--- src/rtl/alu_secuencial.sv ---
// EX-stage execution unit: single-cycle ALU ops plus a bit-serial SLL.
// start/busy/done handshake toward the controller; result/zero/illegal are registered on done.
module alu_secuencial #(
   parameter int unsigned WIDTH   = 32,
   parameter int unsigned SHAMT_W = 5
) (
   input  logic               clk,
   input  logic               rst_n,
   input  logic               start,
   input  logic [3:0]         alu_code,
   input  logic [WIDTH-1:0]   op_a,
   input  logic [WIDTH-1:0]   op_b,
   input  logic [SHAMT_W-1:0] shamt,
   output logic               busy,
   output logic               done,
   output logic [WIDTH-1:0]   result,
   output logic               zero,
   output logic               illegal
);

   typedef enum logic [1:0] {IDLE, EXEC, SHIFT} state_t;

   localparam logic [3:0] OP_AND = 4'b0000;
   localparam logic [3:0] OP_OR  = 4'b0001;
   localparam logic [3:0] OP_ADD = 4'b0010;
   localparam logic [3:0] OP_SUB = 4'b0110;
   localparam logic [3:0] OP_SLT = 4'b0111;
   localparam logic [3:0] OP_NOR = 4'b1100;
   localparam logic [3:0] OP_SLL = 4'b1111;

   state_t             state, state_next;
   logic [3:0]         code_reg;
   logic [WIDTH-1:0]   a_reg;
   logic [WIDTH-1:0]   b_reg;
   logic [SHAMT_W-1:0] cnt;
   logic [WIDTH-1:0]   alu_value;
   logic               alu_illegal;
   logic               finish;

   always_ff @(posedge clk or negedge rst_n) begin
      if (!rst_n) state <= IDLE;
      else        state <= state_next;
   end

   always_comb begin
      state_next = state;
      finish     = 1'b0;
      case (state)
         IDLE:  if (start) state_next = (alu_code == OP_SLL) ? SHIFT : EXEC;
         EXEC: begin
            finish     = 1'b1;
            state_next = IDLE;
         end
         SHIFT: if (cnt == '0) begin
            finish     = 1'b1;
            state_next = IDLE;
         end
         default: state_next = IDLE;
      endcase
   end

   always_comb busy = (state != IDLE);

   always_comb begin
      alu_value   = '0;
      alu_illegal = 1'b0;
      case (code_reg)
         OP_ADD: alu_value = a_reg + b_reg;
         OP_SUB: alu_value = a_reg - b_reg;
         OP_AND: alu_value = a_reg & b_reg;
         OP_OR:  alu_value = a_reg | b_reg;
         OP_NOR: alu_value = ~(a_reg | b_reg);
         OP_SLT: alu_value[0] = ($signed(a_reg) < $signed(b_reg));
         default: alu_illegal = 1'b1;
      endcase
   end

   // b_reg doubles as the shift working register; shifting past WIDTH drains it to zero.
   always_ff @(posedge clk or negedge rst_n) begin
      if (!rst_n) begin
         code_reg <= '0;
         a_reg    <= '0;
         b_reg    <= '0;
         cnt      <= '0;
         done     <= 1'b0;
         result   <= '0;
         zero     <= 1'b1;
         illegal  <= 1'b0;
      end else begin
         done <= finish;
         case (state)
            IDLE: if (start) begin
               code_reg <= alu_code;
               a_reg    <= op_a;
               b_reg    <= op_b;
               cnt      <= shamt;
            end
            EXEC: begin
               result  <= alu_value;
               zero    <= (alu_value == '0);
               illegal <= alu_illegal;
            end
            SHIFT: begin
               if (cnt != '0) begin
                  b_reg <= b_reg << 1;
                  cnt   <= cnt - SHAMT_W'(1);
               end else begin
                  result  <= b_reg;
                  zero    <= (b_reg == '0);
                  illegal <= 1'b0;
               end
            end
            default: ;
         endcase
      end
   end

endmodule

--- config.mk ---
export PLATFORM = sky130hd
export DESIGN_NAME = alu_secuencial
export DESIGN_NICKNAME = d
export VERILOG_FILES = /design/src/rtl/alu_secuencial.sv
export SDC_FILE = /design/constraint.sdc
export NUM_CORES = 1
export LEC_CHECK = 0
export CORE_MARGIN = 3
export CORE_UTILIZATION = 60
export CTS_CLUSTER_SIZE = 14
export DETAILED_ROUTE_END_ITERATION = 10
export HOLD_SLACK_MARGIN = 0.08
export PLACE_DENSITY = 0.89
export SLEW_MARGIN = 10
export SYNTH_ARGS = -nofsm -noshare
export SYNTH_HDL_FRONTEND = slang
export SYNTH_SLANG_ARGS = --single-unit
--- constraint.sdc ---
create_clock -name clk -period 10.25 [get_ports clk]
set_clock_uncertainty 0.15 [all_clocks]
set_input_delay 3.075 -clock clk [delete_from_list [all_inputs] [get_ports clk]]
set_output_delay 3.075 -clock clk [all_outputs]
set_load 0.03 [all_outputs]
# After elaboration in Yosys (flattened, before gate mapping)
# Index checks and enable logic that the tools add are counted.
# op_classes
eq_ne	12
n_bitwise	3
n_reduce_logical	14
magnitude_cmp	1
muxes	21
addsub	3
# ops
operator	count
one-hot mux 31 bit (5 select lines)	1
one-hot mux 32 bit (2 select lines)	2
2-to-1 mux 32 bit	3
logical NOT 32 bit	2
adder 32 bit	1
bitwise AND 32 bit	1
less-than comparator 32 bit	1
NOT 32 bit	1
OR 32 bit	1
subtractor 32 bit	1
2-to-1 mux 5 bit	2
one-hot mux 5 bit (2 select lines)	1
equality test 4 x 3 -> 1 bit (second input constant)	2
equality test 4 bit (second input constant)	2
inequality test 2 bit (second input constant)	4
2-to-1 mux 2 bit	3
one-hot mux 1 bit (2 select lines)	3
one-hot mux 1 bit (6 select lines)	1
AND reduction 2 bit	3
nonzero test 2 bit	3
OR reduction 6 bit	1
logical NOT 5 bit	1
nonzero test 5 bit	1
subtractor 5 x 1 -> 5 bit (second input constant)	1
9 further kinds	12
# word_totals
in_bits	76
ff_bits	110

# Longest topological paths before layout
# Gate-level depths: netlist (run 1).
# depth
word_depth	5
ltp_mapped	15
depth_no_buf	14

# Worst setup path after synthesis (run 1)
# OpenSTA, ideal clock, no wires.
# synth_timing
path_type	input to register
from	input port start
to	register cnt[2]
n_path_buf	1
setup_slack_ns	5.920
path_stages	5
setup_time_ns	0.077
t_arrival_ns	4.102
cell_sequence	nand2_1 -> a21oi_1 -> clkbuf_1 -> o22ai_1 -> a21oi_1
# synth_between
elab_chain_len	2
# synth_rtl
item	line_no	rtl
start, declared	9	input logic start,
inequality test 2 bit (no source line)	-	
AND reduction 3 bit (no source line)	-	
end signal, assigned	96	cnt <= shamt;
end signal, assigned	106	cnt <= cnt - SHAMT_W'(1);
end, declared	35	logic [SHAMT_W-1:0] cnt;
# Every way passes these cells.
# A chain may end at the register's enable or synchronous reset.

# Final worst setup path (run 1)
# layout_timing
from	register state[0]
to	output port busy
# layout_between
elab_chain_len	1
# layout_rtl
item	line_no	rtl
start, declared	31	state_t state, state_next;
start signal, assigned	42	else state <= state_next;
nonzero test 2 bit	62	always_comb busy = (state != IDLE);
end, declared	14	output logic busy,
# Every way passes these cells.

==> results.cfg, run 1 <==
[place]
gp_congestion = 1.04
dp_hpwl_um = 26200
io_buffers = 111
place_inst = 1611

[routing]
drt_first_pass_iters = 6
vias_per_cell = 6.89
post-route-drc-count = 0
drtIter0Drc = 1587
wl_per_cell_um = 22.5
drt-total-wl_um = 36500
ant_nets = 0
dr_total_vias = 11200

[pwr]
leakagePower_uw = 0.00541
ir_worst_vdd_mv = 0.174
powerDensity_nw_per_um2 = 297

[cells_and_area]
regArea_um2 = 2750
drive_gt1_frac = 0.0670
syn2layout_area_growth_pct = 13.7
diodes = 0
layoutNonFillerInstCount = 1627
nNetsFinal = 1590
multi_input_area_um2 = 7310
nFillCells = 1400

[worst_hold_path]
hold_depth = 1
hold_path.class = reg -> reg

[clock_tree]
cts_setup_buffers = 0
cts-root-buf = clkbuf_16
htreeDepth = 3
cts_tree = yes
ctsHoldBuffers = 0
clock_path_buffers = 2
numCtsBuffers = 9
clk_latency_ns = 0.38
clk_pin_slew_ns = 0.09
cts_resized = 0
cts.sinks = 110

[yosys]
synth_edf_count = 0
synth-main-ff-cell = dfrtp_1
syn_avg_cell_area_um2 = 7.97
yosys.cell_types.count = 93
yosys_warnings = 0
async_flop_share = 1.00
syn-num-nets = 1544
synth-seq-cells = 110
synth_area_um2 = 10800
yosysSeqAreaShare = 0.256
syn_inst = 1351

[die]
die_w_um = 140
fp.dieArea_um2 = 19600
coreArea_um2 = 17400
die_h_um = 140
initial_core_util = 0.618
ioPinCount = 112
rows = 48

[setup_path]
worstPathRequired_ns = 7.03
r2r_cells = 12
cp-start-kind = flip-flop
crit_path_max_fanout = 5
critical_path_arrival_ns = 1.91
endpoint_kind = primary output
critPathKind = reg -> out

[run]
drv_cap = 0

[sta]
period_needed_ns = 5.13
finalHoldViolCount = 0
drv_slew = 0
finalSetupViolCount = 0
period_share = 0.501
relSlewSlack = 0.249
rsz0062_at_grt = no
tightest_slew_ns = 1.12
max_freq_mhz = 195
tns_ns = 0

[global_route]
grt_first_pass_wirelength_um = 57600
grt_max_degree = 74
gr-total-overflow = 0
grt_pass1_vias = 10600
grt_use_total = 0.366
antenna_found_initial = 1

[outcome]
status = completed
==> layout by cell type, fill, tap and decap left out, types with 5 or more instances in the layout <==
cell type / Yosys / layout
nor4_1: 19 / 18
nor2_1: 136 / 136
nor3_1: 24 / 24
clkbuf_16: 0 / 9
nand4_1: 15 / 15
a221oi_1: 14 / 14
ha_1: 115 / 114
nand2_1: 95 / 95
clkdlybuf4s50_1: 0 / 110
a22oi_1: 24 / 24
nand3_1: 23 / 23
mux2i_1: 51 / 51
or3_1: 7 / 7
o21ai_1: 8 / 8
o221ai_1: 10 / 10
or2_2: 7 / 7
o21a_1: 14 / 14
inv_1: 98 / 98
a31oi_1: 14 / 14
o22ai_1: 15 / 15
o31ai_1: 9 / 9
buf_4: 4 / 13
nand2b_1: 7 / 7
and2_1: 7 / 6
o21ai_0: 102 / 102
a21oi_1: 137 / 136
dfrtp_1: 109 / 109
mux2_2: 16 / 16
a211oi_1: 12 / 12
a221o_1: 8 / 8
o211ai_1: 7 / 7
a211o_1: 9 / 9
and3_1: 9 / 9
nor2b_1: 11 / 11
a21o_1: 21 / 21
o21bai_1: 5 / 5
==> path summary, 6_finish.rpt <==
path                                        start                     end  slack (ns)
max in group asynchronous                   rst_n    a_reg[1]$_DFFE_PN0P_        6.10
max                          state[0]$_DFFE_PN0P_                    busy        5.12
max reg2reg                  b_reg[6]$_DFFE_PN0P_        zero$_DFFE_PN1P_        5.77
min in group asynchronous                   rst_n  result[23]$_DFFE_PN0P_        2.53
min                        result[25]$_DFFE_PN0P_  result[25]$_DFFE_PN0P_        0.36
min reg2reg                result[25]$_DFFE_PN0P_  result[25]$_DFFE_PN0P_        0.36
==> power breakdown <==
part           switching [uW]  internal, uW  total (uW)
sequential                223           590         812
combinational            1540           906        2440
clock                     205           175         380
total                    1970          1670        3640
==> kinds of logic after synthesis <==
group,Yosys count,share of synthesized area
fa+ha+maj,117,0.137
xor+xnor,2,0.00163
flops,110,0.256
mux,67,0.0642
buf+inv,190,0.0701
compound gates,478,0.296
simple gates,387,0.175
==> through the flow <==
stage	util	hold WS, ns	cell area (um^2)	power, uW	setup slack (ns)
floorplan	-	0.325	10800	2430	5.92
global placement	0.685	0.329	11900	3100	5.14
detailed placement	0.685	0.337	11900	3150	5.05
CTS	0.703	0.360	12200	3550	5.13
global route	0.703	0.384	12200	3860	5.04
finish	0.703	0.356	12200	3640	5.12
==> routing by layer <==
| layer | GRT usage | share of wire |
|---|---|---|
| met3 | 0.0908 | 0.13 |
| met2 | 0.541 | 0.43 |
| met1 | 0.522 | 0.41 |
| met5 | 0 | 0.00036 |
| met4 | 0.130 | 0.032 |
==> area by class of cell <==
class | instances | share of cell area
inverters | 102 | 0.0313
clock inverters | 7 | 0.00675
clock buffers | 9 | 0.0184
well taps | 225 | 0.0230
flip-flops and latches | 110 | 0.225
repair buffers | 123 | 0.0980
multi-input cells | 1051 | 0.598
==> cells in the mapped netlist (5+ instances only) <==
cell type | count | area (um^2)
nand3_1 | 23 | 115
mux2i_1 | 51 | 510
nor2_1 | 136 | 510
o21bai_1 | 5 | 37.5
or3_1 | 7 | 43.8
mux2_2 | 16 | 180
o31ai_1 | 9 | 67.6
o21ai_0 | 102 | 510
a31oi_1 | 14 | 87.6
nor4_1 | 19 | 119
nand4_1 | 15 | 93.8
o21ai_1 | 8 | 40.0
a221oi_1 | 14 | 123
a211oi_1 | 12 | 90.1
a21oi_1 | 137 | 686
and2_1 | 7 | 43.8
nor3_1 | 24 | 120
ha_1 | 115 | 1440
a211o_1 | 9 | 78.8
o221ai_1 | 10 | 87.6
buf_2 | 15 | 75.1
a21o_1 | 21 | 158
clkbuf_1 | 58 | 218
and3_1 | 9 | 56.3
a22oi_1 | 24 | 180
nand2b_1 | 7 | 43.8
nor2b_1 | 11 | 68.8
a221o_1 | 8 | 80.1
dfrtp_1 | 109 | 2730
nand2_1 | 95 | 357
o211ai_1 | 7 | 52.6
inv_1 | 98 | 368
or2_2 | 7 | 43.8
buf_1 | 10 | 37.5
o22ai_1 | 15 | 93.8
o21a_1 | 14 | 105
==> critical path, stage by stage (launching register included) <==
cell and delay, ns:
dfrtp_1 0.39, inv_1 0.07, ha_1 0.26, inv_1 0.13, clkdlybuf4s50_1 0.68
(Power assumes the default switching activity.)
==> run 2: changes to the inputs <==
Settings changed: CORE_UTILIZATION 60 to 59, PLACE_DENSITY 0.89 to 0.88.
Clock period 10.25 ns to 5.1 ns, I/O delays scaled along.
==> run 2 against run 1 <==
Compared with the run above:
- sequential share of layout area decreased by 0.25 points
- sequential cell count stayed put
- via count increased by 0.62%
- cell count rose by 0.98%
- total power is 110% higher
- non-clock buffer count rose by 16
- worst hold slack better by 0.0045 ns
- combinational power rose by 110%
- design area up 1.1%
- die area rose by 1.6%
- clock power is 110% higher
- critical path type is now reg -> reg
==> results.cfg, run 2 (same netlist as run 1, synthesis figures left out) <==
[die]
die_h_um = 141
fp.dieArea_um2 = 19900
ioPinCount = 112
coreArea_um2 = 17600
initial_core_util = 0.612
die_w_um = 141
rows = 48

[routing]
ant_nets = 0
post-route-drc-count = 0
drt_first_pass_iters = 6
wl_per_cell_um = 23.7
dr_total_vias = 11300
drt-total-wl_um = 38900
vias_per_cell = 6.87
drtIter0Drc = 1435

[clock_tree]
cts-root-buf = clkbuf_16
cts_setup_buffers = 0
htreeDepth = 3
ctsHoldBuffers = 0
clock_path_buffers = 2
cts.sinks = 110
cts_tree = yes
cts_resized = 0
clk_pin_slew_ns = 0.09
numCtsBuffers = 9
clk_latency_ns = 0.38

[sta]
finalHoldViolCount = 0
rsz0062_at_grt = no
max_freq_mhz = 227
drv_slew = 0
tns_ns = 0
period_needed_ns = 4.40
period_share = 0.862
finalSetupViolCount = 0
relSlewSlack = 0.399
tightest_slew_ns = 0.902

[place]
io_buffers = 111
dp_hpwl_um = 28900
gp_congestion = 1.02

[global_route]
antenna_found_initial = 4
gr-total-overflow = 0
grt_pass1_vias = 10700
grt_max_degree = 79
grt_use_total = 0.385
grt_first_pass_wirelength_um = 60000

[setup_path]
endpoint_kind = flip-flop
rrSetupSlack_ns = 0.70
rr_endpoint = zero$_DFFE_PN1P_
critical_path_arrival_ns = 4.56
slowest_delay_ns = 0.48
crit_path_max_fanout = 12
worstPathRequired_ns = 5.26
crit_start = b_reg[5]$_DFFE_PN0P_
critPathKind = reg -> reg
slowest_stage = a311oi_1
endpoint = zero$_DFFE_PN1P_
cp-start-kind = flip-flop
timing.rr.start = b_reg[5]$_DFFE_PN0P_
r2r_cells = 13
crit_chain = inv_1 -> ha_1 -> or2_4 -> or3_4 -> a211oi_2 -> o21ai_1 -> a311oi_1 -> nor2_1 -> a221oi_2 -> o32ai_1 -> a311oi_1 -> nand4_1 -> o21ai_1

[worst_hold_path]
hold_path.class = reg -> reg

[pwr]
leakagePower_uw = 0.00550
p_sw_uw = 4050
sequentialPowerShare = 0.209
ir_worst_vdd_mv = 0.346
pwr-share-comb = 0.683
pwr-share-clk = 0.108
totalPowerFinal_uw = 7460
switching_share = 0.543
intPower_uw = 3410
powerDensity_nw_per_um2 = 603

[cells_and_area]
nNetsFinal = 1606
drive_gt1_frac = 0.0776
final_cell_mix = 136 x nor2_1, 136 x a21oi_1, 114 x ha_1, 110 x clkdlybuf4s50_1, 109 x dfrtp_1
fin_util = 0.703
syn2layout_area_growth_pct = 15.0
diodes = 0

[outcome]
status = completed

[run]
drv_cap = 0
## run 2: layout make-up
type                            instances  area [um^2]
Multi-Input combinational cell       1051         7300
Fill cell                            1444         5220
Sequential cell                       110         2750
Timing Repair Buffer                  139         1330
Inverter                              102          383
Tap cell                              225          282
Clock buffer                            9          225
Clock inverter                          7         96.3
## run 2: through the flow
stage	setup WS [ns]	instance area [um^2]	hold WS, ns	instances
after floorplan	1.73	10800	0.325	1351
after global placement	0.984	12100	0.326	1627
after detailed placement	0.923	12100	0.336	1627
after CTS	0.875	12400	0.361	1643
after global routing	0.583	12400	0.381	1643
final	0.702	12400	0.360	1643
## run 2: metal layers
metal / routed length (um) / global-route usage
met5: 40 / 0
met4: 1400 / 0.134
met3: 5100 / 0.119
met2: 16000 / 0.547
met1: 16300 / 0.552
## run 2: power by group through the flow
| stage | Clock (uW) | Sequential [uW] | Combinational [uW] |
|---|---|---|---|
| global placement | 0 | 1540 | 4880 |
| detailed placement | 0 | 1560 | 4900 |
| floorplan | 0 | 1710 | 3180 |
| finish | 802 | 1560 | 5100 |
| global route | 837 | 1600 | 5460 |
| CTS | 805 | 1550 | 4930 |
## run 2: how the worst min path moves through the flow
stage	start	to	slack (ns)	depth (start not counted)
floorplan	state[1]$_DFFE_PN0P_	state[1]$_DFFE_PN0P_	0.32	2
global placement	result[25]$_DFFE_PN0P_	result[25]$_DFFE_PN0P_	0.33	1
detailed placement	result[25]$_DFFE_PN0P_	result[25]$_DFFE_PN0P_	0.34	1
CTS	result[25]$_DFFE_PN0P_	result[25]$_DFFE_PN0P_	0.36	1
global route	result[25]$_DFFE_PN0P_	result[25]$_DFFE_PN0P_	0.38	1
finish	result[25]$_DFFE_PN0P_	result[25]$_DFFE_PN0P_	0.36	1
## run 2: worst max-delay path, delay by kind of cell (launching register included)
| kind | cells | cell delay, ns |
|---|---|---|
| compound gates | 7 | 2.00 |
| fa+ha+maj | 1 | 0.46 |
| buf+inv | 1 | 0.12 |
| flops | 1 | 0.47 |
| simple gates | 4 | 1.13 |
==> run 3: changes to the inputs <==
Settings changed: GPL_TIMING_DRIVEN set to 0.
==> run 3 against run 2 <==
Compared with the run above:
- utilization grew 0.62 points
- highest routed layer is now met4
- cell count grew 3.7%
- die area is the same
- non-clock buffer count grew 61
==> results.cfg, run 3 (same netlist as run 1, synthesis figures left out) <==
[global_route]
grt_max_degree = 82
grt_first_pass_wirelength_um = 65200
antenna_found_initial = 0
grt_use_total = 0.422
grt_pass1_vias = 11400
gr-total-overflow = 0

[setup_path]
timing.rr.start = b_reg[9]$_DFFE_PN0P_
worstPathRequired_ns = 5.26
r2r_cells = 14
critPathKind = reg -> reg
rrSetupSlack_ns = 0.43
slowest_stage = o31ai_1
rr_endpoint = zero$_DFFE_PN1P_
cp_top_family = compound AO/OA/AOI/OAI gates
crit_path_max_fanout = 9
worst-path-buf-inv = 2
slowest_delay_ns = 0.86
cp-start-kind = flip-flop
endpoint_kind = flip-flop
crit_chain = inv_1 -> ha_1 -> clkbuf_1 -> a21oi_1 -> o31ai_1 -> a21oi_1 -> o211ai_1 -> a41o_1 -> o221ai_1 -> a21oi_2 -> nand4_1 -> nor4b_2 -> nand4_1 -> o21ai_1
critical_path_arrival_ns = 4.83

[sta]
period_needed_ns = 4.67
tns_ns = 0
finalSetupViolCount = 0
drv_slew = 0
period_share = 0.916
max_freq_mhz = 214
relSlewSlack = 0.227
finalHoldViolCount = 0
rsz0062_at_grt = no
tightest_slew_ns = 1.15

[cells_and_area]
layoutNonFillerInstCount = 1704
diodes = 0
nNetsFinal = 1667
syn2layout_area_growth_pct = 16.0
final_cell_mix = 137 x a21oi_1, 136 x nor2_1, 115 x ha_1, 110 x clkdlybuf4s50_1, 109 x dfrtp_1
drive_gt1_frac = 0.0656
layout_commonest_cell = a21oi_1

[die]
die_w_um = 141
fp.dieArea_um2 = 19900
rows = 48
ioPinCount = 112
initial_core_util = 0.612
die_h_um = 141
coreArea_um2 = 17600

[place]
gp_congestion = 1.12
io_buffers = 111
place_inst = 1688
dp_hpwl_um = 32400

[worst_hold_path]
min_to = result[11]$_DFFE_PN0P_
hold_path.class = reg -> reg
hp-start = result[11]$_DFFE_PN0P_
hold_depth = 1

[clock_tree]
clk_pin_slew_ns = 0.09
cts_tree = yes
cts-root-buf = clkbuf_16
htreeDepth = 3
numCtsBuffers = 9
cts_resized = 0
clk_latency_ns = 0.38
cts.sinks = 110
ctsHoldBuffers = 0
clock_path_buffers = 2
cts_setup_buffers = 0

[routing]
drt_first_pass_iters = 6
vias_per_cell = 6.90
wl_per_cell_um = 24.9
ant_nets = 0
post-route-drc-count = 0
dr_total_vias = 11800
drtIter0Drc = 1761
drt-total-wl_um = 42500

[pwr]
ir_worst_vdd_mv = 0.368
powerDensity_nw_per_um2 = 607
leakagePower_uw = 0.00551

[run]
drv_cap = 0

[outcome]
status = completed
[run 3: worst max-delay path by stage]
| stage | startpoint | to | slack (ns) | cells past startpoint |
|---|---|---|---|---|
| final | b_reg[9]$_DFFE_PN0P_ | zero$_DFFE_PN1P_ | 0.43 | 14 |
| after global routing | b_reg[8]$_DFFE_PN0P_ | zero$_DFFE_PN1P_ | 0.20 | 14 |
| after detailed placement | b_reg[9]$_DFFE_PN0P_ | zero$_DFFE_PN1P_ | 0.77 | 14 |
| after global placement | rst_n | a_reg[23]$_DFFE_PN0P_ | -1.99 | 1 |
| after CTS | b_reg[0]$_DFFE_PN0P_ | zero$_DFFE_PN1P_ | 0.73 | 13 |
| after floorplan | b_reg[0]$_DFFE_PN0P_ | zero$_DFFE_PN1P_ | 1.73 | 13 |
[run 3: worst register-to-register path, cell delays in order (launching register included)]
cell and delay (ns):
dfrtp_1 0.64, inv_1 0.13, ha_1 0.29, clkbuf_1 0.33
a21oi_1 0.16, o31ai_1 0.86, a21oi_1 0.22, o211ai_1 0.27
a41o_1 0.33, o221ai_1 0.16, a21oi_2 0.22, nand4_1 0.21
nor4b_2 0.31, nand4_1 0.17, o21ai_1 0.16
[run 3: layout make-up]
type                       count  area (um^2)
inverter                     102          383
sequential                   110         2750
fill                        1470         5110
clock inverter                 7         75.1
clock buffer                   9          225
buffer                        88          372
tap                          225          282
multi-input combinational   1051         7250
timing repair buffer         112         1140
[run 3: report_power, final]
| group | internal, uW | total (uW) | leakage [uW] | switching, uW |
|---|---|---|---|---|
| logic | 1870 | 5210 | 0.00407 | 3340 |
| clock network | 350 | 768 | 0.000148 | 418 |
| registers | 1190 | 1610 | 0.00129 | 420 |
[run 3: stage by stage]
| step | cell area (um^2) | util | hold slack, ns | worst slack [ns] | total power (uW) |
|---|---|---|---|---|---|
| after CTS | 12500 | 0.709 | 0.366 | 0.735 | 7340 |
| final | 12500 | 0.709 | 0.363 | 0.430 | 7580 |
| after detailed placement | 12200 | 0.692 | 0.346 | 0.766 | 6550 |
| after global routing | 12500 | 0.709 | 0.392 | 0.199 | 7990 |
| after global placement | 12200 | 0.691 | 0.325 | -1.99 | 6470 |
| after floorplan | 10800 | - | 0.325 | 1.73 | 4890 |
[run 3: metal layers]
metal,vias up,global-route usage,routed length (um),part of all wire
met5,-,0,0,0
met4,0,0.171,1980,0.047
met3,171,0.132,6120,0.14
met2,902,0.611,17500,0.41
met1,5509,0.584,16800,0.40
li1,5175,-,-,-
